File: config.mk
export PLATFORM = sky130hd
export DESIGN_NAME = ucsbece154b_icache_flat
export DESIGN_NICKNAME = d
export VERILOG_FILES = /design/src/rtl/ucsbece154b_icache_if.sv /design/src/rtl/ucsbece154b_icache.sv /design/src/flat_wrapper.sv
export SDC_FILE = /design/constraint.sdc
export NUM_CORES = 2
export LEC_CHECK = 0
export BUFFER_PORTS_ARGS = -buffer_cell sky130_fd_sc_hd__buf_4
export CORE_UTILIZATION = 56
export CTS_CLUSTER_DIAMETER = 60
export CTS_CLUSTER_SIZE = 8
export DETAILED_ROUTE_END_ITERATION = 8
export HOLD_SLACK_MARGIN = 0.1
export PLACE_DENSITY_LB_ADDON = 0.1
export SYNTH_ARGS = -nofsm -noshare
export SYNTH_HDL_FRONTEND = slang
export SYNTH_SLANG_ARGS = --single-unit
File: constraint.sdc
create_clock -name clk -period 16.8 [get_ports clk]
set_clock_uncertainty 0.1 [all_clocks]
set_input_delay 2.52 -clock clk [delete_from_list [all_inputs] [get_ports clk]]
set_output_delay 2.52 -clock clk [all_outputs]
set_load 0.02 [all_outputs]
File: src/rtl/ucsbece154b_icache_if.sv
// ----------------------------------------------------------------------------
// ucsbece154b_icache_if
// Bundles the instruction-cache signals that are not clock/reset:
//   fetch side : PCF_i, ReadEnable_i  -> cache ; Instruction_o, Ready_o <- cache
//   memory side: MemDataIn_i, MemDataReady_i -> cache ;
//                MemReadAddress_o, MemReadRequest_o <- cache
//   statistics : HitCount_o, MissCount_o <- cache
// Modports:
//   master : the environment (core fetch stage + instruction memory model)
//   slave  : the cache itself
// ----------------------------------------------------------------------------
interface ucsbece154b_icache_if;
    logic [31:0] PCF_i;
    logic        ReadEnable_i;
    logic [31:0] Instruction_o;
    logic        Ready_o;
    logic [31:0] MemReadAddress_o;
    logic        MemReadRequest_o;
    logic [31:0] MemDataIn_i;
    logic        MemDataReady_i;
    logic [31:0] HitCount_o;
    logic [31:0] MissCount_o;

    modport master (
        output PCF_i, ReadEnable_i, MemDataIn_i, MemDataReady_i,
        input  Instruction_o, Ready_o, MemReadAddress_o, MemReadRequest_o,
               HitCount_o, MissCount_o
    );

    modport slave (
        input  PCF_i, ReadEnable_i, MemDataIn_i, MemDataReady_i,
        output Instruction_o, Ready_o, MemReadAddress_o, MemReadRequest_o,
               HitCount_o, MissCount_o
    );
endinterface

File: src/rtl/ucsbece154b_icache.sv
// ----------------------------------------------------------------------------
// ucsbece154b_icache
// Set-associative, read-only instruction cache between the pipelined core's
// fetch stage and instruction memory. Misses refill a whole block, one word
// per MemDataReady_i beat, into a line buffer; the line is written into the
// array (and becomes visible) only on the last beat.
//
// Ports:
//   clk    in  clock, all state updates on posedge
//   reset  in  synchronous, active-high reset
//   bus    ucsbece154b_icache_if.slave
//          PCF_i/ReadEnable_i in, Instruction_o/Ready_o out (fetch port)
//          MemReadAddress_o/MemReadRequest_o out, MemDataIn_i/MemDataReady_i in
//          HitCount_o/MissCount_o out (statistics, wrap modulo 2^32)
//
// Configuration macro: ICACHE_EARLY_RESTART_EN
//   defined   : the refill beat carrying the requested word is forwarded to
//               the core in the same cycle when PCF_i still equals the
//               missing PC.
//   undefined : Ready_o comes only from the IDLE lookup.
// ----------------------------------------------------------------------------
module ucsbece154b_icache #(
    parameter int NUM_SETS        = 8,
    parameter int NUM_WAYS        = 2,
    parameter int WORDS_PER_BLOCK = 4
) (
    input  logic                   clk,
    input  logic                   reset,
    ucsbece154b_icache_if.slave    bus
);

    localparam int OFF_W = $clog2(WORDS_PER_BLOCK);
    localparam int IDX_W = $clog2(NUM_SETS);
    localparam int TAG_W = 30 - OFF_W - IDX_W;
    localparam int WAY_W = (NUM_WAYS > 1) ? $clog2(NUM_WAYS) : 1;

    typedef enum logic [1:0] {IDLE, REQ, REFILL} state_t;

    // Address split of the fetch PC
    logic [OFF_W-1:0] pc_off;
    logic [IDX_W-1:0] pc_idx;
    logic [TAG_W-1:0] pc_tag;
    logic             unused_pc_bits;

    assign pc_off         = bus.PCF_i[2 +: OFF_W];
    assign pc_idx         = bus.PCF_i[2 + OFF_W +: IDX_W];
    assign pc_tag         = bus.PCF_i[31 -: TAG_W];
    assign unused_pc_bits = ^bus.PCF_i[1:0];

    // Control state
    state_t               state_q, state_d;
    logic [NUM_WAYS-1:0]  valid_q [NUM_SETS];
    logic [NUM_WAYS-1:0]  valid_d [NUM_SETS];
    logic [WAY_W-1:0]     rr_q    [NUM_SETS];
    logic [WAY_W-1:0]     rr_d    [NUM_SETS];
    logic [OFF_W-1:0]     beat_q, beat_d;
    logic [31:0]          addr_q, addr_d;
    logic [31:0]          hit_cnt_q, hit_cnt_d;
    logic [31:0]          miss_cnt_q, miss_cnt_d;

    // Data-path state (not reset)
    logic [TAG_W-1:0]     tag_q  [NUM_SETS][NUM_WAYS];
    logic [TAG_W-1:0]     tag_d  [NUM_SETS][NUM_WAYS];
    logic [31:0]          data_q [NUM_SETS][NUM_WAYS][WORDS_PER_BLOCK];
    logic [31:0]          data_d [NUM_SETS][NUM_WAYS][WORDS_PER_BLOCK];
    logic [31:0]          line_q [WORDS_PER_BLOCK];
    logic [31:0]          line_d [WORDS_PER_BLOCK];
    logic [TAG_W-1:0]     tag_l_q, tag_l_d;
    logic [IDX_W-1:0]     idx_l_q, idx_l_d;
    logic [OFF_W-1:0]     off_l_q, off_l_d;

    // Lookup
    logic                 hit;
    logic [WAY_W-1:0]     hit_way;
    logic [31:0]          hit_word;

    always_comb begin
        hit     = 1'b0;
        hit_way = '0;
        for (int w = 0; w < NUM_WAYS; w++) begin
            if (valid_q[pc_idx][w] && (tag_q[pc_idx][w] == pc_tag)) begin
                hit     = 1'b1;
                hit_way = WAY_W'(w);
            end
        end
    end

    assign hit_word = data_q[pc_idx][hit_way][pc_off];

    // Victim for the latched set: lowest invalid way, else round-robin pointer.
    // Valid bits of that set cannot change during a refill, so evaluating
    // this on the last beat is equivalent to choosing it at miss time.
    logic [WAY_W-1:0]     victim;
    logic                 found_free;

    always_comb begin
        victim     = rr_q[idx_l_q];
        found_free = 1'b0;
        for (int w = 0; w < NUM_WAYS; w++) begin
            if (!found_free && !valid_q[idx_l_q][w]) begin
                victim     = WAY_W'(w);
                found_free = 1'b1;
            end
        end
    end

    // Next state and outputs
    logic                 ready;
    logic [31:0]          instr;

    always_comb begin
        state_d    = state_q;
        valid_d    = valid_q;
        rr_d       = rr_q;
        beat_d     = beat_q;
        addr_d     = addr_q;
        hit_cnt_d  = hit_cnt_q;
        miss_cnt_d = miss_cnt_q;
        tag_d      = tag_q;
        data_d     = data_q;
        line_d     = line_q;
        tag_l_d    = tag_l_q;
        idx_l_d    = idx_l_q;
        off_l_d    = off_l_q;
        ready      = 1'b0;
        instr      = '0;

        case (state_q)
            IDLE: begin
                // Miss start is independent of ReadEnable_i: the core derives
                // ReadEnable from Ready, so qualifying here would form a loop.
                if (hit) begin
                    ready = 1'b1;
                    instr = hit_word;
                end else begin
                    state_d    = REQ;
                    tag_l_d    = pc_tag;
                    idx_l_d    = pc_idx;
                    off_l_d    = pc_off;
                    addr_d     = {pc_tag, pc_idx, {(OFF_W + 2){1'b0}}};
                    beat_d     = '0;
                    miss_cnt_d = miss_cnt_q + 32'd1;
                end
            end

            REQ: begin
                state_d = REFILL;
            end

            REFILL: begin
                if (bus.MemDataReady_i) begin
`ifdef ICACHE_EARLY_RESTART_EN
                    if ((beat_q == off_l_q) &&
                        ({pc_tag, pc_idx, pc_off} == {tag_l_q, idx_l_q, off_l_q})) begin
                        ready = 1'b1;
                        instr = bus.MemDataIn_i;
                    end
`endif
                    line_d[beat_q] = bus.MemDataIn_i;
                    beat_d         = beat_q + 1'b1;
                    if (beat_q == OFF_W'(WORDS_PER_BLOCK - 1)) begin
                        // Last beat comes straight from the bus, earlier ones
                        // from the line buffer.
                        for (int k = 0; k < WORDS_PER_BLOCK; k++) begin
                            data_d[idx_l_q][victim][k] =
                                (k == WORDS_PER_BLOCK - 1) ? bus.MemDataIn_i : line_q[k];
                        end
                        tag_d[idx_l_q][victim]   = tag_l_q;
                        valid_d[idx_l_q][victim] = 1'b1;
                        rr_d[idx_l_q]            =
                            WAY_W'((int'(rr_q[idx_l_q]) + 1) % NUM_WAYS);
                        state_d                  = IDLE;
                    end
                end
            end

            default: begin
                state_d = IDLE;
            end
        endcase

        // Valid bits may still be set during the reset cycle itself.
        if (reset) begin
            ready = 1'b0;
            instr = '0;
        end

        if (ready && bus.ReadEnable_i) begin
            hit_cnt_d = hit_cnt_q + 32'd1;
        end
    end

    always_ff @(posedge clk) begin
        if (reset) begin
            state_q    <= IDLE;
            beat_q     <= '0;
            addr_q     <= '0;
            hit_cnt_q  <= '0;
            miss_cnt_q <= '0;
            for (int s = 0; s < NUM_SETS; s++) begin
                valid_q[s] <= '0;
                rr_q[s]    <= '0;
            end
        end else begin
            state_q    <= state_d;
            beat_q     <= beat_d;
            addr_q     <= addr_d;
            hit_cnt_q  <= hit_cnt_d;
            miss_cnt_q <= miss_cnt_d;
            valid_q    <= valid_d;
            rr_q       <= rr_d;
        end
    end

    always_ff @(posedge clk) begin
        tag_q   <= tag_d;
        data_q  <= data_d;
        line_q  <= line_d;
        tag_l_q <= tag_l_d;
        idx_l_q <= idx_l_d;
        off_l_q <= off_l_d;
    end

    assign bus.Ready_o          = ready;
    assign bus.Instruction_o    = instr;
    assign bus.MemReadRequest_o = (state_q == REQ);
    assign bus.MemReadAddress_o = addr_q;
    assign bus.HitCount_o       = hit_cnt_q;
    assign bus.MissCount_o      = miss_cnt_q;

endmodule
File: src/flat_wrapper.sv
// flat-port wrapper written by rule: the top's interface ports become plain ports
module ucsbece154b_icache_flat 
#(
    parameter int NUM_SETS        = 8,
    parameter int NUM_WAYS        = 2,
    parameter int WORDS_PER_BLOCK = 4
)
  (clk, reset, bus_PCF_i, bus_ReadEnable_i, bus_MemDataIn_i, bus_MemDataReady_i, bus_Instruction_o, bus_Ready_o, bus_MemReadAddress_o, bus_MemReadRequest_o, bus_HitCount_o, bus_MissCount_o);
  ucsbece154b_icache_if bus_i ();
  input  logic clk;
  input  logic reset;
  input wire logic [$bits(bus_i.PCF_i)-1:0] bus_PCF_i;
  input wire logic [$bits(bus_i.ReadEnable_i)-1:0] bus_ReadEnable_i;
  input wire logic [$bits(bus_i.MemDataIn_i)-1:0] bus_MemDataIn_i;
  input wire logic [$bits(bus_i.MemDataReady_i)-1:0] bus_MemDataReady_i;
  output wire logic [$bits(bus_i.Instruction_o)-1:0] bus_Instruction_o;
  output wire logic [$bits(bus_i.Ready_o)-1:0] bus_Ready_o;
  output wire logic [$bits(bus_i.MemReadAddress_o)-1:0] bus_MemReadAddress_o;
  output wire logic [$bits(bus_i.MemReadRequest_o)-1:0] bus_MemReadRequest_o;
  output wire logic [$bits(bus_i.HitCount_o)-1:0] bus_HitCount_o;
  output wire logic [$bits(bus_i.MissCount_o)-1:0] bus_MissCount_o;
  assign bus_i.PCF_i = bus_PCF_i;
  assign bus_i.ReadEnable_i = bus_ReadEnable_i;
  assign bus_i.MemDataIn_i = bus_MemDataIn_i;
  assign bus_i.MemDataReady_i = bus_MemDataReady_i;
  assign bus_Instruction_o = bus_i.Instruction_o;
  assign bus_Ready_o = bus_i.Ready_o;
  assign bus_MemReadAddress_o = bus_i.MemReadAddress_o;
  assign bus_MemReadRequest_o = bus_i.MemReadRequest_o;
  assign bus_HitCount_o = bus_i.HitCount_o;
  assign bus_MissCount_o = bus_i.MissCount_o;
  ucsbece154b_icache #(.NUM_SETS(NUM_SETS), .NUM_WAYS(NUM_WAYS), .WORDS_PER_BLOCK(WORDS_PER_BLOCK)) u_core (.clk(clk), .reset(reset), .bus(bus_i));
endmodule
## Yosys cells after proc, flatten, opt, wreduce, memory -nomap -nowiden

Cells that the tools add are included.

- Flip-flop bits (word level): 2724

- Add/subtract/negate cells: 4
- $lt $le $gt $ge: 11
- Equal/unequal tests: 8
- Muxes and demuxes: 74
- Bitwise gates (word level): 8
- Reductions and logical operators: 16

Operators with widths:

| kind | count |
|---|---|
| $bwmux 2048 | 4 |
| $demux 256 s3 | 4 |
| $mux 256 | 6 |
| $bmux 256 s3 | 1 |
| $demux 128 s1 | 4 |
| $mux 128 | 4 |
| $bwmux 400 | 1 |
| $mux 32 | 7 |
| $bmux 50 s3 | 1 |
| $demux 50 s3 | 1 |
| $mux 50 | 3 |
| $bwmux 128 | 1 |
| $mux 96 | 1 |
| $add 32x1->32 const B | 2 |
| $bmux 32 s2 | 1 |
| $demux 32 s2 | 1 |
| $mux 64 | 1 |
| $eq 25x25->1 | 2 |
| $demux 25 s1 | 1 |
| $mux 25 | 1 |
| $mux 2 | 10 |
| $or 16x16->16 | 1 |
| $bmux 2 s3 | 2 |
| $mux 1 | 12 |
| 31 further kinds | 49 |

## Longest topological paths before layout

- Word-level depth: 18
- Mapped depth: 15
- Depth with buffers taken out: 9

## Worst setup path before layout

OpenSTA, ideal clock, no wires.

- Path kind: input port to flip-flop
- From: input bus_MemDataReady_i
- To: register u_core.data_q[512] (netlist bit), enable pin
- Arrival: 13.173 ns
- Data required time: 15.846 ns
- Path slack: 2.672 ns
- Stages: 2
- Buffers on the path: 0
- Cell sequence: nand3_1 nor3_1

- Cells in the longest elaborated chain, start to end: 1

RTL lines:

| item | RTL line | source |
|---|---|---|
| from (decl) | flat_wrapper.sv:15 | `input wire logic [$bits(bus_i.MemDataReady_i)-1:0] bus_MemDataReady_i;` |
| $reduce_and 3->1 (no line) | - |  |
| to (signal assigned) | ucsbece154b_icache.sv:217 | `data_q <= data_d;` |
| to (decl) | ucsbece154b_icache.sv:64 | `logic [31:0] data_q [NUM_SETS][NUM_WAYS][WORDS_PER_BLOCK];` |

Every way passes these cells.
A chain may end at the register's enable or synchronous reset.

## Worst setup path after layout

- From: input bus_PCF_i[4]
- To: output bus_Instruction_o[4]

- Cells in the longest elaborated chain, start to end: 17

RTL lines:

| item | RTL line | source |
|---|---|---|
| from (decl) | flat_wrapper.sv:12 | `input wire logic [$bits(bus_i.PCF_i)-1:0] bus_PCF_i;` |
| $not 3->4 (not written as such) (*) | ucsbece154b_icache.sv:81, ucsbece154b_icache.sv:88 |  |
| $bmux 50 s3 | ucsbece154b_icache.sv:81 | `if (valid_q[pc_idx][w] && (tag_q[pc_idx][w] == pc_tag)) begin` |
| $mux 50 (not written as such) (2 in a row) | ucsbece154b_icache.sv:81 |  |
| $eq 25x25->1 | ucsbece154b_icache.sv:81 |  |
| $logic_and 1x1->1 | ucsbece154b_icache.sv:81 |  |
| $mux 1 | ucsbece154b_icache.sv:81 |  |
| $not 1->2 (not written as such) | ucsbece154b_icache.sv:88 | `assign hit_word = data_q[pc_idx][hit_way][pc_off];` |
| $mux 128 (not written as such) (3 in a row) | ucsbece154b_icache.sv:88 |  |
| $bmux 32 s2 | ucsbece154b_icache.sv:88 |  |
| $mux 32 (not written as such) (2 in a row) | ucsbece154b_icache.sv:88 |  |
| $mux 32 (*) | ucsbece154b_icache.sv:132 | `if (hit) begin` |
| $mux 32 (*) | ucsbece154b_icache.sv:128 | `case (state_q)` |
| $mux 32 (*) | ucsbece154b_icache.sv:183 | `if (reset) begin` |
| to (decl) | flat_wrapper.sv:16 | `output wire logic [$bits(bus_i.Instruction_o)-1:0] bus_Instruction_o;` |

Mark *: on every way between the ends. The rest lies on a longest branch, timed or not. The select of a mux whose other input is x is not followed.

==> impl_results.rst <==
.. list-table::
   :header-rows: 1

   * - Metric
     - Value
   * - Die area
     - 194000 sq um
   * - Clock Path Buffers
     - 4
   * - Logic pwr share
     - 3.8%
   * - Clock latency on the worst-skew pair
     - 0.94 ns
   * - Largest net degree at the start of global routing
     - 143
   * - Flip-flop and latch count after synthesis
     - 2692
   * - Static leakage
     - 39.5 nW
   * - Total core area
     - 190000 sq um
   * - Number of standard cells in the layout, taps in and fillers out
     - 8352
   * - First-pass detailed-route iteration total
     - 6
   * - Worst setup slack before clock tree synthesis
     - 5.56 ns
   * - Worst Tran Pin Value
     - 1.18 ns
   * - Effective utilization at floorplan
     - 56.5%
   * - Type of element capturing the critical path
     - output pin
   * - Number of DRC markers after the initial detailed-route iteration
     - 5692
   * - YS warnings
     - 0
   * - Net total in the final layout
     - 5816
   * - Drt wl/cell
     - 31.0 um
   * - Post-cts hold buffer count
     - 0
   * - Residual DRC count
     - 0
   * - Buffers and inverters on the worst path
     - 4
   * - Boundary pin count
     - 198
   * - Switch share
     - 20.2%
   * - H-Tree Level Count
     - 5
   * - Critical Path Fanout Max
     - 118
   * - Final critical-path required period
     - 11.19 ns
   * - Count of maximum capacitance violations
     - 0
   * - Via total after detailed routing
     - 53000
   * - Post-synthesis average cell area
     - 20.0 sq um
   * - Mapped cell area
     - 107000 sq um
   * - Tot Pwr
     - 14.7 mW
   * - Placer's final routability congestion estimate
     - 0.770
   * - Tightest slew margin relative to the limit
     - 21.1%
   * - Slowest CP cell
     - sky130_fd_sc_hd__and4_4
   * - Final Hold Viols
     - 0
   * - Asr flop ratio synth
     - 0%
   * - Clock input transition at the sequential cells of the worst setup and hold paths
     - 0.05 ns
   * - Number of pins with negative max-slew slack in the final report
     - 0
   * - Kind of start point of the critical path
     - primary input
   * - Fraction of final layout cells sized beyond drive strength 1
     - 24.4%
   * - Total power density per cell area
     - 120 nW/um^2
   * - Hold WC Path Type
     - flip-flop to flip-flop
   * - Floorplan row count
     - 160
   * - Sequential share of the synthesized area
     - 74.1%
   * - Maximum ir drop on the vdd rail
     - 0.112 mV
   * - CP most frequent cell
     - sky130_fd_sc_hd__buf_12
   * - Total overflow reported by the global router
     - 0
   * - Max Clk Rate
     - 89.3 MHz
   * - Area contributors post-synth
     - sky130_fd_sc_hd__edfxtp_1 (72%), sky130_fd_sc_hd__mux4_2 (12%), sky130_fd_sc_hd__mux2i_1 (4.8%)
   * - Internal cell power
     - 11.7 mW
   * - Port bufs
     - 191
   * - Share of Yosys cell area claimed by the top area cell type
     - 71.9%
   * - Sequential fraction of design power
     - 50.4%
   * - Via count of the first global-routing pass
     - 54900
   * - RSZ-0062 raised after global routing
     - false
   * - Worst path max stage delay
     - 0.80 ns
   * - Clock Sinks
     - 2692
   * - Die extent in x
     - 440 um
   * - Net load switching power
     - 2.96 mW
   * - Worst setup path class
     - primary input to output pin
   * - CTS Root Buffer Type
     - sky130_fd_sc_hd__clkbuf_16
   * - Status
     - complete, no violations
   * - Critical path's top delay family
     - buffers and inverters
   * - Setup TNS
     - 0 ns
   * - Global-route wire length before repair
     - 375000 um
   * - Number of clock buffers inserted by TritonCTS
     - 386
   * - Main flop type after synthesis
     - sky130_fd_sc_hd__edfxtp_1
   * - Final wirelength
     - 259000 um
   * - Number of standard cells after synthesis
     - 5382
   * - Final worst slack
     - 5.61 ns
   * - Total instance count after detailed placement
     - 7865
   * - Gr usage total
     - 27.0%
   * - Total setup violations reported at the end of the flow
     - 0
   * - Data required time at the worst endpoint
     - 14.18 ns
   * - Avg Vias per Cell
     - 6.34
   * - Post-cts repair resize count
     - 0
   * - Post CTS Setup Buffer Count
     - 0
   * - Data arrival time at the worst-slack endpoint
     - 8.57 ns
   * - Area Growth Syn to Fin
     - 13.6%
   * - Chip height
     - 440 um
   * - Initial antenna violation count
     - 16
   * - Number of library cell types mapped by synthesis
     - 63
   * - Number of enable flip-flop cells after synthesis
     - 2572
   * - Series of cell instances along the critical path
     - buf_8 > buf_12 > and2_1 > a22oi_1 > a21oi_1 > o211ai_1 > nor4_1 > and4_4 > buf_12 > mux2i_1 > mux2_2 > a22o_1 > buf_4
   * - DP Wirelength
     - 122000 um
   * - Part of the power in the clock network
     - 45.7%
   * - TritonCTS clock tree
     - built
   * - Dominant cell type by area after synthesis
     - sky130_fd_sc_hd__edfxtp_1
   * - Share of the cycle needed by the critical path after routing
     - 66.6%
   * - Final ANT Viol Nets
     - 0
## cells in the final DEF, fill, tap and decap left out, types with 27 or more instances in the layout
| cell | synthesis | final |
|---|---|---|
| sky130_fd_sc_hd__a21oi_1 | 65 | 65 |
| sky130_fd_sc_hd__a22o_1 | 47 | 47 |
| sky130_fd_sc_hd__and2_1 | 515 | 515 |
| sky130_fd_sc_hd__buf_4 | 17 | 283 |
| sky130_fd_sc_hd__clkbuf_1 | 204 | 80 |
| sky130_fd_sc_hd__clkbuf_16 | 0 | 391 |
| sky130_fd_sc_hd__dfxtp_1 | 120 | 120 |
| sky130_fd_sc_hd__edfxtp_1 | 2572 | 2572 |
| sky130_fd_sc_hd__mux2_2 | 86 | 86 |
| sky130_fd_sc_hd__mux2i_1 | 520 | 520 |
| sky130_fd_sc_hd__mux4_2 | 573 | 573 |
| sky130_fd_sc_hd__nand2_1 | 44 | 44 |
| sky130_fd_sc_hd__nand3_1 | 39 | 38 |
| sky130_fd_sc_hd__nand4_1 | 29 | 29 |
| sky130_fd_sc_hd__nor2_1 | 117 | 93 |
| sky130_fd_sc_hd__o21ai_0 | 27 | 27 |
| sky130_fd_sc_hd__or3_1 | 28 | 28 |
| sky130_fd_sc_hd__xor2_1 | 29 | 29 |
## worst paths after layout
| path | from | slack (ns) | depth (start not counted) | endpoint |
|---|---|---|---|---|
| max | bus_PCF_i[4] | 5.61 | 13 | bus_Instruction_o[4] |
| min | u_core.rr_q[0] | 0.36 | 2 | u_core.rr_q[0] |
| max reg2reg | u_core.idx_l_q[0] | 10.24 | 9 | u_core.data_q[2027] |
| min reg2reg | u_core.rr_q[0] | 0.36 | 2 | u_core.rr_q[0] |
## area by class of cell
| type | count | area, sq um |
|---|---|---|
| Antenna cell | 6 | 15.0 |
| Clock buffer | 471 | 10100 |
| Clock inverter | 10 | 98.8 |
| Fill cell | 12800 | 68300 |
| Inverter | 24 | 90.1 |
| Multi-Input combinational cell | 2338 | 26600 |
| Sequential cell | 2692 | 79600 |
| Tap cell | 2511 | 3140 |
| Timing Repair Buffer | 300 | 2450 |
## Yosys cell counts (14+ instances only)
library cell / n
sky130_fd_sc_hd__a21oi_1: 65
sky130_fd_sc_hd__a22o_1: 47
sky130_fd_sc_hd__a22oi_1: 17
sky130_fd_sc_hd__and2_1: 515
sky130_fd_sc_hd__and3_1: 15
sky130_fd_sc_hd__buf_1: 59
sky130_fd_sc_hd__buf_2: 37
sky130_fd_sc_hd__buf_4: 17
sky130_fd_sc_hd__buf_6: 14
sky130_fd_sc_hd__clkbuf_1: 204
sky130_fd_sc_hd__dfxtp_1: 120
sky130_fd_sc_hd__edfxtp_1: 2572
sky130_fd_sc_hd__inv_1: 24
sky130_fd_sc_hd__mux2_2: 86
sky130_fd_sc_hd__mux2i_1: 520
sky130_fd_sc_hd__mux4_2: 573
sky130_fd_sc_hd__nand2_1: 44
sky130_fd_sc_hd__nand3_1: 39
sky130_fd_sc_hd__nand4_1: 29
sky130_fd_sc_hd__nor2_1: 117
sky130_fd_sc_hd__o21ai_0: 27
sky130_fd_sc_hd__o31ai_1: 22
sky130_fd_sc_hd__or3_1: 28
sky130_fd_sc_hd__or4_1: 22
sky130_fd_sc_hd__xor2_1: 29
## metal layers
metal	GRT usage, %	routed length (um)	vias up
li1	-	-	22300
met1	37.5	106000	28200
met2	44.6	129000	2052
met3	4.63	17700	402
met4	7.48	5760	8
met5	0	54	-
## cells by family (layout without fill, tap and decap cells)
kind of cell    Yosys count  count (layout)  share of synthesized area, %
compound gates          234             234                          1.55
xor+xnor                 41              41                         0.334
fa+ha+maj                 6               6                        0.0698
buf+inv                 355             805                          1.44
flops                  2692            2692                          74.1
mux                    1179            1179                          17.8
other cells               1              10                       0.00349
simple gates            874             874                          4.76
## state kept, by name (all words and copies together), names as in the netlist, 16 cells and up
| register | cells |
|---|---|
| u_core.tag_l_q | 25 |
| u_core.line_q | 96 |
| u_core.bus.MemReadAddress_o | 28 |
| u_core.data_q | 2048 |
| u_core.valid_q | 16 |
| u_core.bus.HitCount_o | 32 |
| u_core.bus.MissCount_o | 32 |
| u_core.tag_q | 400 |
## worst min-delay path: stages, from the launching register on
cell	delay [ns]
sky130_fd_sc_hd__dfxtp_1	0.31
sky130_fd_sc_hd__nand2_1	0.05
sky130_fd_sc_hd__a21oi_1	0.05
## power groups by stage
| stage | sequential (mW) | combinational, mW | clock (mW) |
|---|---|---|---|
| floorplan | 7.51 | 0.382 | 0 |
| global placement | 7.51 | 0.561 | 0 |
| detailed placement | 7.52 | 0.567 | 0 |
| CTS | 7.39 | 0.568 | 6.81 |
| global route | 7.39 | 0.598 | 7.07 |
| finish | 7.39 | 0.560 | 6.71 |
## metrics by stage
stage / hold WS [ns] / utilization, % / area (sq um)
2_1_floorplan: 0.333 / - / 107000
3_3_place_gp: 0.350 / 58.8 / 112000
3_5_place_dp: 0.353 / 58.8 / 112000
4_1_cts: 0.361 / 64.1 / 122000
5_1_grt: 0.381 / 64.1 / 122000
6_report: 0.362 / 64.1 / 122000
Power figures use the tool's default switching activity.
